$ cat src/rtl/nat_split_sched_if.sv
// Handshake bundle between the upstream drive source, the split sequencer
// and its N downstream branches.
interface nat_split_sched_if #(
    parameter int N_BRANCH = 2
);
    logic                drive;
    logic [N_BRANCH-1:0] branch_mask;
    logic [N_BRANCH-1:0] free_next;
    logic                clr_err;
    logic [N_BRANCH-1:0] drive_next;
    logic                free;
    logic                busy;
    logic                timeout;
    logic                overrun;
    logic [N_BRANCH-1:0] err_mask;

    modport master (
        output drive, branch_mask, free_next, clr_err,
        input  drive_next, free, busy, timeout, overrun, err_mask
    );

    modport slave (
        input  drive, branch_mask, free_next, clr_err,
        output drive_next, free, busy, timeout, overrun, err_mask
    );
endinterface

$ cat src/rtl/nat_split_sched.sv
// 1-to-N unconditional split sequencer: forks one drive token to the enabled
// branches, collects every branch free, then returns one delayed free upstream.
module nat_split_sched #(
    parameter int N_BRANCH = 2,
    parameter int FREE_DLY = 2,
    parameter int TIMEOUT  = 255,
    parameter int CNT_W    = 8
) (
    input logic              clk,
    input logic              rst,
    nat_split_sched_if.slave bus
);
    localparam logic [2:0] S_IDLE  = 3'd0;
    localparam logic [2:0] S_ISSUE = 3'd1;
    localparam logic [2:0] S_WAIT  = 3'd2;
    localparam logic [2:0] S_DELAY = 3'd3;
    localparam logic [2:0] S_ERR   = 3'd4;

    localparam logic [CNT_W-1:0] DLY_LOAD = CNT_W'(FREE_DLY);
    localparam logic [CNT_W-1:0] TO_LIMIT = CNT_W'(TIMEOUT);
    localparam logic [CNT_W-1:0] CNT_ONE  = CNT_W'(1);

    logic [2:0]          state, state_n;
    logic [N_BRANCH-1:0] mask, mask_n;
    logic [N_BRANCH-1:0] pending, pending_n;
    logic [CNT_W-1:0]    dcnt, dcnt_n;
    logic [CNT_W-1:0]    tcnt, tcnt_n;
    logic                timeout_n;
    logic                overrun_n;
    logic [N_BRANCH-1:0] err_mask_n;

    function automatic logic [CNT_W-1:0] sat_inc(input logic [CNT_W-1:0] v);
        return (&v) ? v : v + CNT_ONE;
    endfunction

    function automatic logic [CNT_W-1:0] sat_dec(input logic [CNT_W-1:0] v);
        return (v == '0) ? v : v - CNT_ONE;
    endfunction

    // Next-state decode
    always_comb begin
        state_n    = state;
        mask_n     = mask;
        pending_n  = pending;
        dcnt_n     = dcnt;
        tcnt_n     = tcnt;
        timeout_n  = bus.timeout;
        overrun_n  = bus.overrun;
        err_mask_n = bus.err_mask;

        case (state)
            S_IDLE: begin
                if (bus.drive) begin
                    mask_n  = bus.branch_mask;
                    state_n = S_ISSUE;
                end
            end
            S_ISSUE: begin
                // a free arriving alongside the issued drive already counts
                pending_n = mask & ~bus.free_next;
                tcnt_n    = '0;
                dcnt_n    = DLY_LOAD;
                state_n   = (pending_n == '0) ? S_DELAY : S_WAIT;
            end
            S_WAIT: begin
                pending_n = pending & ~bus.free_next;
                tcnt_n    = sat_inc(tcnt);
                if (pending_n == '0) begin
                    dcnt_n  = DLY_LOAD;
                    state_n = S_DELAY;
                end else if ((TIMEOUT != 0) && (tcnt_n >= TO_LIMIT)) begin
                    timeout_n  = 1'b1;
                    err_mask_n = pending_n;
                    state_n    = S_ERR;
                end
            end
            S_DELAY: begin
                if (dcnt == '0) begin
                    state_n = S_IDLE;
                end else begin
                    dcnt_n = sat_dec(dcnt);
                end
            end
            S_ERR: begin
                if (bus.clr_err) begin
                    timeout_n  = 1'b0;
                    err_mask_n = '0;
                    state_n    = S_IDLE;
                end
            end
            default: state_n = S_IDLE;
        endcase

        // clear beats a colliding drive, so overrun ends low in that case
        if (bus.clr_err) begin
            overrun_n = 1'b0;
        end else if (bus.drive && (state != S_IDLE)) begin
            overrun_n = 1'b1;
        end
    end

    // Registered state and outputs
    always_ff @(posedge clk) begin
        if (rst) begin
            state          <= S_IDLE;
            mask           <= '0;
            pending        <= '0;
            dcnt           <= '0;
            tcnt           <= '0;
            bus.drive_next <= '0;
            bus.free       <= 1'b0;
            bus.busy       <= 1'b0;
            bus.timeout    <= 1'b0;
            bus.overrun    <= 1'b0;
            bus.err_mask   <= '0;
        end else begin
            state          <= state_n;
            mask           <= mask_n;
            pending        <= pending_n;
            dcnt           <= dcnt_n;
            tcnt           <= tcnt_n;
            bus.drive_next <= (state_n == S_ISSUE) ? mask_n : '0;
            bus.free       <= (state_n == S_DELAY) && (dcnt_n == '0);
            bus.busy       <= (state_n != S_IDLE);
            bus.timeout    <= timeout_n;
            bus.overrun    <= overrun_n;
            bus.err_mask   <= err_mask_n;
        end
    end
endmodule

$ cat src/flat_wrapper.sv
// flat-port wrapper written by rule: the top's interface ports become plain ports
module nat_split_sched_flat 
#(
    parameter int N_BRANCH = 2,
    parameter int FREE_DLY = 2,
    parameter int TIMEOUT  = 255,
    parameter int CNT_W    = 8
)
  (clk, rst, bus_drive, bus_branch_mask, bus_free_next, bus_clr_err, bus_drive_next, bus_free, bus_busy, bus_timeout, bus_overrun, bus_err_mask);
  nat_split_sched_if #(.N_BRANCH(N_BRANCH)) bus_i ();
  input logic clk;
  input logic rst;
  input wire logic [$bits(bus_i.drive)-1:0] bus_drive;
  input wire logic [$bits(bus_i.branch_mask)-1:0] bus_branch_mask;
  input wire logic [$bits(bus_i.free_next)-1:0] bus_free_next;
  input wire logic [$bits(bus_i.clr_err)-1:0] bus_clr_err;
  output wire logic [$bits(bus_i.drive_next)-1:0] bus_drive_next;
  output wire logic [$bits(bus_i.free)-1:0] bus_free;
  output wire logic [$bits(bus_i.busy)-1:0] bus_busy;
  output wire logic [$bits(bus_i.timeout)-1:0] bus_timeout;
  output wire logic [$bits(bus_i.overrun)-1:0] bus_overrun;
  output wire logic [$bits(bus_i.err_mask)-1:0] bus_err_mask;
  assign bus_i.drive = bus_drive;
  assign bus_i.branch_mask = bus_branch_mask;
  assign bus_i.free_next = bus_free_next;
  assign bus_i.clr_err = bus_clr_err;
  assign bus_drive_next = bus_i.drive_next;
  assign bus_free = bus_i.free;
  assign bus_busy = bus_i.busy;
  assign bus_timeout = bus_i.timeout;
  assign bus_overrun = bus_i.overrun;
  assign bus_err_mask = bus_i.err_mask;
  nat_split_sched #(.N_BRANCH(N_BRANCH), .FREE_DLY(FREE_DLY), .TIMEOUT(TIMEOUT), .CNT_W(CNT_W)) u_core (.clk(clk), .rst(rst), .bus(bus_i));
endmodule
$ cat config.mk
export PLATFORM = sky130hd
export DESIGN_NAME = nat_split_sched_flat
export DESIGN_NICKNAME = d
export VERILOG_FILES = /design/src/rtl/nat_split_sched_if.sv /design/src/rtl/nat_split_sched.sv /design/src/flat_wrapper.sv
export SDC_FILE = /design/constraint.sdc
export NUM_CORES = 1
export LEC_CHECK = 0
export CORE_MARGIN = 5
export CORE_UTILIZATION = 40
export DETAILED_ROUTE_END_ITERATION = 8
export GPL_TIMING_DRIVEN = 0
export HOLD_SLACK_MARGIN = 0.03
export SYNTH_ARGS = -nofsm -noshare
export SYNTH_HDL_FRONTEND = slang
export SYNTH_SLANG_ARGS = --single-unit
$ cat constraint.sdc
create_clock -name clk -period 3.3 [get_ports clk]
set_input_delay 0.66 -clock clk [delete_from_list [all_inputs] [get_ports clk]]
set_output_delay 0.66 -clock clk [all_outputs]
set_load 0.05 [all_outputs]
# == Yosys cells after proc, flatten, opt, wreduce, memory -nomap -nowiden ==
# Index checks and enable logic that the tools add are counted.
# word_totals
wordCells,65
output_inout_bits,8
inputBits,8
reg_bits,31
# op_classes
bitwise_logic,4
magnitude_cmp,1
n_reduce_logical,15
eq_ne,9
mux,23
n_addsub,2
# op_table
op,n
8-bit two-way mux,3
8-bit one-hot mux with 3 select lines,1
8-bit logical NOT,2
8-bit one-hot mux with 2 select lines,1
3-bit two-way mux,5
3-bit one-hot mux with 5 select lines,1
2-bit two-way mux,5
"3-bit by 2-bit equality test with 1-bit output, second input constant",3
"8-bit by 1-bit adder with 8-bit output, second input constant",1
"8-bit greater-or-equal comparator, second input constant",1
2-bit one-hot mux with 2 select lines,2
8-bit AND reduction,1
"8-bit by 1-bit subtractor with 8-bit output, second input constant",1
"3-bit by 1-bit equality test with 1-bit output, second input constant",2
3-bit nonzero test,2
2-bit bitwise AND,2
2-bit logical NOT,2
1-bit two-way mux,4
"2-bit inequality test, second input constant",2
4-bit AND reduction,1
2-bit nonzero test,2
2-bit OR reduction,2
"3-bit equality test, second input constant",1
3-bit logical NOT,1
5 further kinds,6

# == Logic depth before layout (Yosys ltp) ==
# logic_depth
word_depth,9
depth_mapped,7

# == Worst setup path before layout ==
# Ideal clock, no wire load.
# synth_path
path_type,flip-flop to flip-flop
start,register u_core.dcnt[0]
end,register u_core.bus.free
period_less_slack_ps,2032
required_ps,3176
path_stages_with_launch,8
path_buffers,0
t_arrival_ps,1908
slack_ps,1268
path_cell_list,dfxtp_1 > inv_1 > ha_1 > or4b_4 > o21a_4 > o41ai_4 > nand2b_1 > nor4_1
# synth_via
elab_chain_cells,5
elab_cells_between_ends,10
# synth_lines
element,line_no,rtl
"start, declared",nat_split_sched.sv:26,"logic [CNT_W-1:0] dcnt, dcnt_n;"
"start signal, assigned",nat_split_sched.sv:120,dcnt <= dcnt_n;
8-bit by 1-bit subtractor with 8-bit output or 8-bit logical NOT (tied branches),"nat_split_sched.sv:37, nat_split_sched.sv:78",
8-bit two-way mux or 3-bit two-way mux (tied branches),nat_split_sched.sv:78,if (dcnt == '0) begin
8-bit one-hot mux with 3 select lines or 3-bit one-hot mux with 5 select lines (tied branches),nat_split_sched.sv:51,case (state)
8-bit logical NOT or 3-bit by 2-bit equality test with 1-bit output (tied branches),nat_split_sched.sv:123,bus.free <= (state_n == S_DELAY) && (dcnt_n == '0);
1-bit logical AND (*),nat_split_sched.sv:123,
"end signal, assigned",nat_split_sched.sv:123,
"end, declared",nat_split_sched_if.sv:24,"output drive_next, free, busy, timeout, overrun, err_mask"
# Mark *: on every way between the ends. The rest lies on a longest branch, timed or not.
# A chain may end at the register's enable or synchronous reset.

# == Worst setup path after layout ==
# layout_path
start,input port bus_free_next[1]
end,register u_core.bus.free
# layout_via
elab_chain_cells,7
elab_cells_between_ends,13
# layout_lines
element,line_no,rtl
"start, declared",flat_wrapper.sv:15,input wire logic [$bits(bus_i.free_next)-1:0] bus_free_next;
2-bit NOT (*),"nat_split_sched.sv:60, nat_split_sched.sv:66",
"2-bit bitwise AND, on equally long branches","nat_split_sched.sv:66, nat_split_sched.sv:60",
"2-bit logical NOT, on equally long branches","nat_split_sched.sv:68, nat_split_sched.sv:63",
3-bit two-way mux (tied with other cells),nat_split_sched.sv:68,if (pending_n == '0) begin
3-bit one-hot mux with 5 select lines or 8-bit one-hot mux with 3 select lines (tied branches),nat_split_sched.sv:51,
3-bit by 2-bit equality test with 1-bit output or 8-bit logical NOT (tied branches),nat_split_sched.sv:123,
1-bit logical AND (*),nat_split_sched.sv:123,
# Marked as above.

==> out/results.ini <==
[synthesis]
ys_async_sr_fraction_pct=0
yosysWarnings=0
netlist_area_mm2=0.001708
synthFlopType=dfxtp_1
synth_area_leaders=dfxtp_1, a21oi_1, nor2_1
synth_seq_cells=31
syn-instance-count=207
yosysTopAreaCellShare_pct=36.34
synth_edf_count=0
yosysUniqueCellTypes=51
synth_top_cell_by_area=dfxtp_1
ys_seq_area_share_pct=36.34
avgSynthCellArea_um2=8.251
synth_nets=218

[timing]
relSlewSlack_pct=50.94
fmax_mhz=404.1
fin_skew_ns=0.006665
min_period_ns=2.474
period_share_pct=74.98
fin_setup_tns_ns=0
hold_violations=0
setup_viol=0
setup_slack_ns=0.8257
rsz0062_at_grt=false
worst_slew_pin_slew_ns=0.7264
whs_ns=0.4769
slew_violations=0

[finish]
num_antenna_cells=0
final_layout_size_suffix_gt1_share_pct=10.00
final_cells=280
nets=240
fin_util_pct=49.80
area_growth_pct=18.32
final_cell_mix=dfxtp_1, nor2_1, a21oi_1
final_common_cell=dfxtp_1
design_area_mm2=0.002021

[critical_path]
endpoint_kind=flip-flop
crit_slowest_cell=clkdlybuf4s50_1
arrival_ns=2.65
crit_type=in -> reg
crit_fanout=8
critPathLaunchType=primary input
critPathBufInv=1
crit_chain=clkdlybuf4s50_1 > nand2b_1 > a41oi_1 > o21ai_0 > nand4_1 > nor4_1
crit_family=compound AO/OA/AOI/OAI gates
cp.required_ns=3.48
max_stage_delay_ns=0.50

[global_routing]
grt_antenna_before_repair=0
grt_pass1_vias=1507
track_usage_pct=16.31
grt.overflow.total=0
grt_pass1_wl_um=7086
grt_max_degree=11

[detailed_routing]
antenna_left=0
viasPerCell=5.514
top_layer=met4
met2_length_um=1700
met3_length_um=235
firstDrtPassIters=4
wl_per_cell_um=14.26
drt-met1-wl_um=2027
wl_um=3994
num_vias=1544
drt_iter0_drc=102
drc=0

[place]
dp.cells=272
dp_slack_ns=0.5524
dp_hpwl_um=2939
port_buffers=15
placedInstanceArea_mm2=0.001921
place.gp.congestion=0.8207

[run_status]
outcome=finished, final reports clean

[power_and_ir_drop]
powerDensity_mw_per_mm2=693.1
p_leak_nw=0.7108
power_frac_comb_pct=43.5
swShare_pct=38.95
seqPwrFrac_pct=33.4
internal_power_mw=0.8550
power_mw=1.400
clock_power_share_pct=23.1
peakVddDrop_uv=402.8
switching_power_mw=0.5455

[die]
coreArea_mm2=0.004058
die_area_mm2=0.005677
rows=23
die_w_um=75.35
start_util_pct=42.09
die_h_um=75.35
io_pins=16

[clock_network]
clk_path_buf_depth=2
post_cts_buffers=0
cts_tree=built
hold_buffers=0
cts_buffers=5
htreeDepth=2
cts_root_buffer=clkbuf_8
clkTransAtPathRegs_ns=0.06
ctsResizeCount=0
cts.sinks=31
clock_latency_ns=0.28

[flow_run]
cap_violations=0

[worst_hold_path]
hp-class=reg -> reg

==> Yosys cell counts (2+ instances only) <==
master,count
mux2i_1,2
nand4b_1,2
a22oi_1,3
nand4_1,6
inv_1,8
nand3_1,4
buf_2,2
and3_1,5
nor3_1,10
or2_2,3
a21oi_1,19
ha_1,3
dfxtp_1,31
nand3b_1,2
o221ai_1,2
and4_1,3
nor3b_1,4
nand2b_1,4
a211oi_1,3
nor4_1,4
nand2_1,13
a31oi_1,3
o211ai_1,2
a311oi_1,3
o21ai_0,10
a21o_1,2
nor2_1,21
nor2b_1,5
clkbuf_1,6
==> path summary, 6_finish.rpt <==
check | from | end | slack (ns) | cells after the start
worst max-delay path | bus_free_next[1] | u_core.bus.free | 0.83 | 6
worst max register to register | u_core.dcnt[0] | u_core.bus.busy | 1.06 | 6
worst min register to register | u_core.pending[1] | u_core.pending[1] | 0.48 | 2
worst min-delay path | u_core.pending[1] | u_core.pending[1] | 0.48 | 2
==> power by group through the flow <==
stage                     logic [mW]  clock network, mW  registers [mW]
after floorplan                0.415                  0           0.519
after global placement         0.611                  0           0.475
after detailed placement       0.609                  0           0.474
after CTS                      0.614              0.339           0.466
after global routing           0.677              0.355           0.476
final                          0.609              0.323           0.468
==> worst min-delay path, delay by kind of cell, from the launching register on <==
kind / cells / cell delay, ns
DFF: 1 / 0.31
AOI/OAI and AO/OA: 2 / 0.13
==> final cells by class <==
class                      count  area, µm²
sequential                    31      620.6
clock buffer                   8      100.1
multi-input combinational    159       1020
timing repair buffer          15      150.1
inverter                       8      30.03
fill                         417       2037
tap                           50      62.56
buffer                         9      37.54
==> logic make-up (layout without fill, tap and decap cells) <==
logic type | count (synthesis) | after routing | share of synthesized area, %
and+or+nand+nor | 95 | 95 | 31.58
AOI/OAI and AO/OA | 56 | 56 | 23.00
adders and majority gates | 4 | 4 | 2.784
muxes | 3 | 3 | 1.832
buffers and inverters | 17 | 40 | 3.956
DFF | 31 | 31 | 36.34
xor gates and xnor gates | 1 | 1 | 0.5129
==> registers in the layout (all words and copies together) (netlist names) <==
name,flops
u_core.tcnt,8
u_core.bus.overrun,1
u_core.bus.busy,1
u_core.bus.err_mask,2
u_core.pending,2
u_core.dcnt,8
u_core.bus.drive_next,2
u_core.bus.free,1
u_core.bus.timeout,1
u_core.mask,2
u_core.state,3
==> metal layers <==
metal / global-route usage, % / vias up
li1: - / 812
met2: 23.97 / 44
met4: 5.049 / 0
met3: 4.485 / 4
met5: 0 / -
met1: 23.20 / 684
No activity file was read; power rests on OpenSTA's default activity.
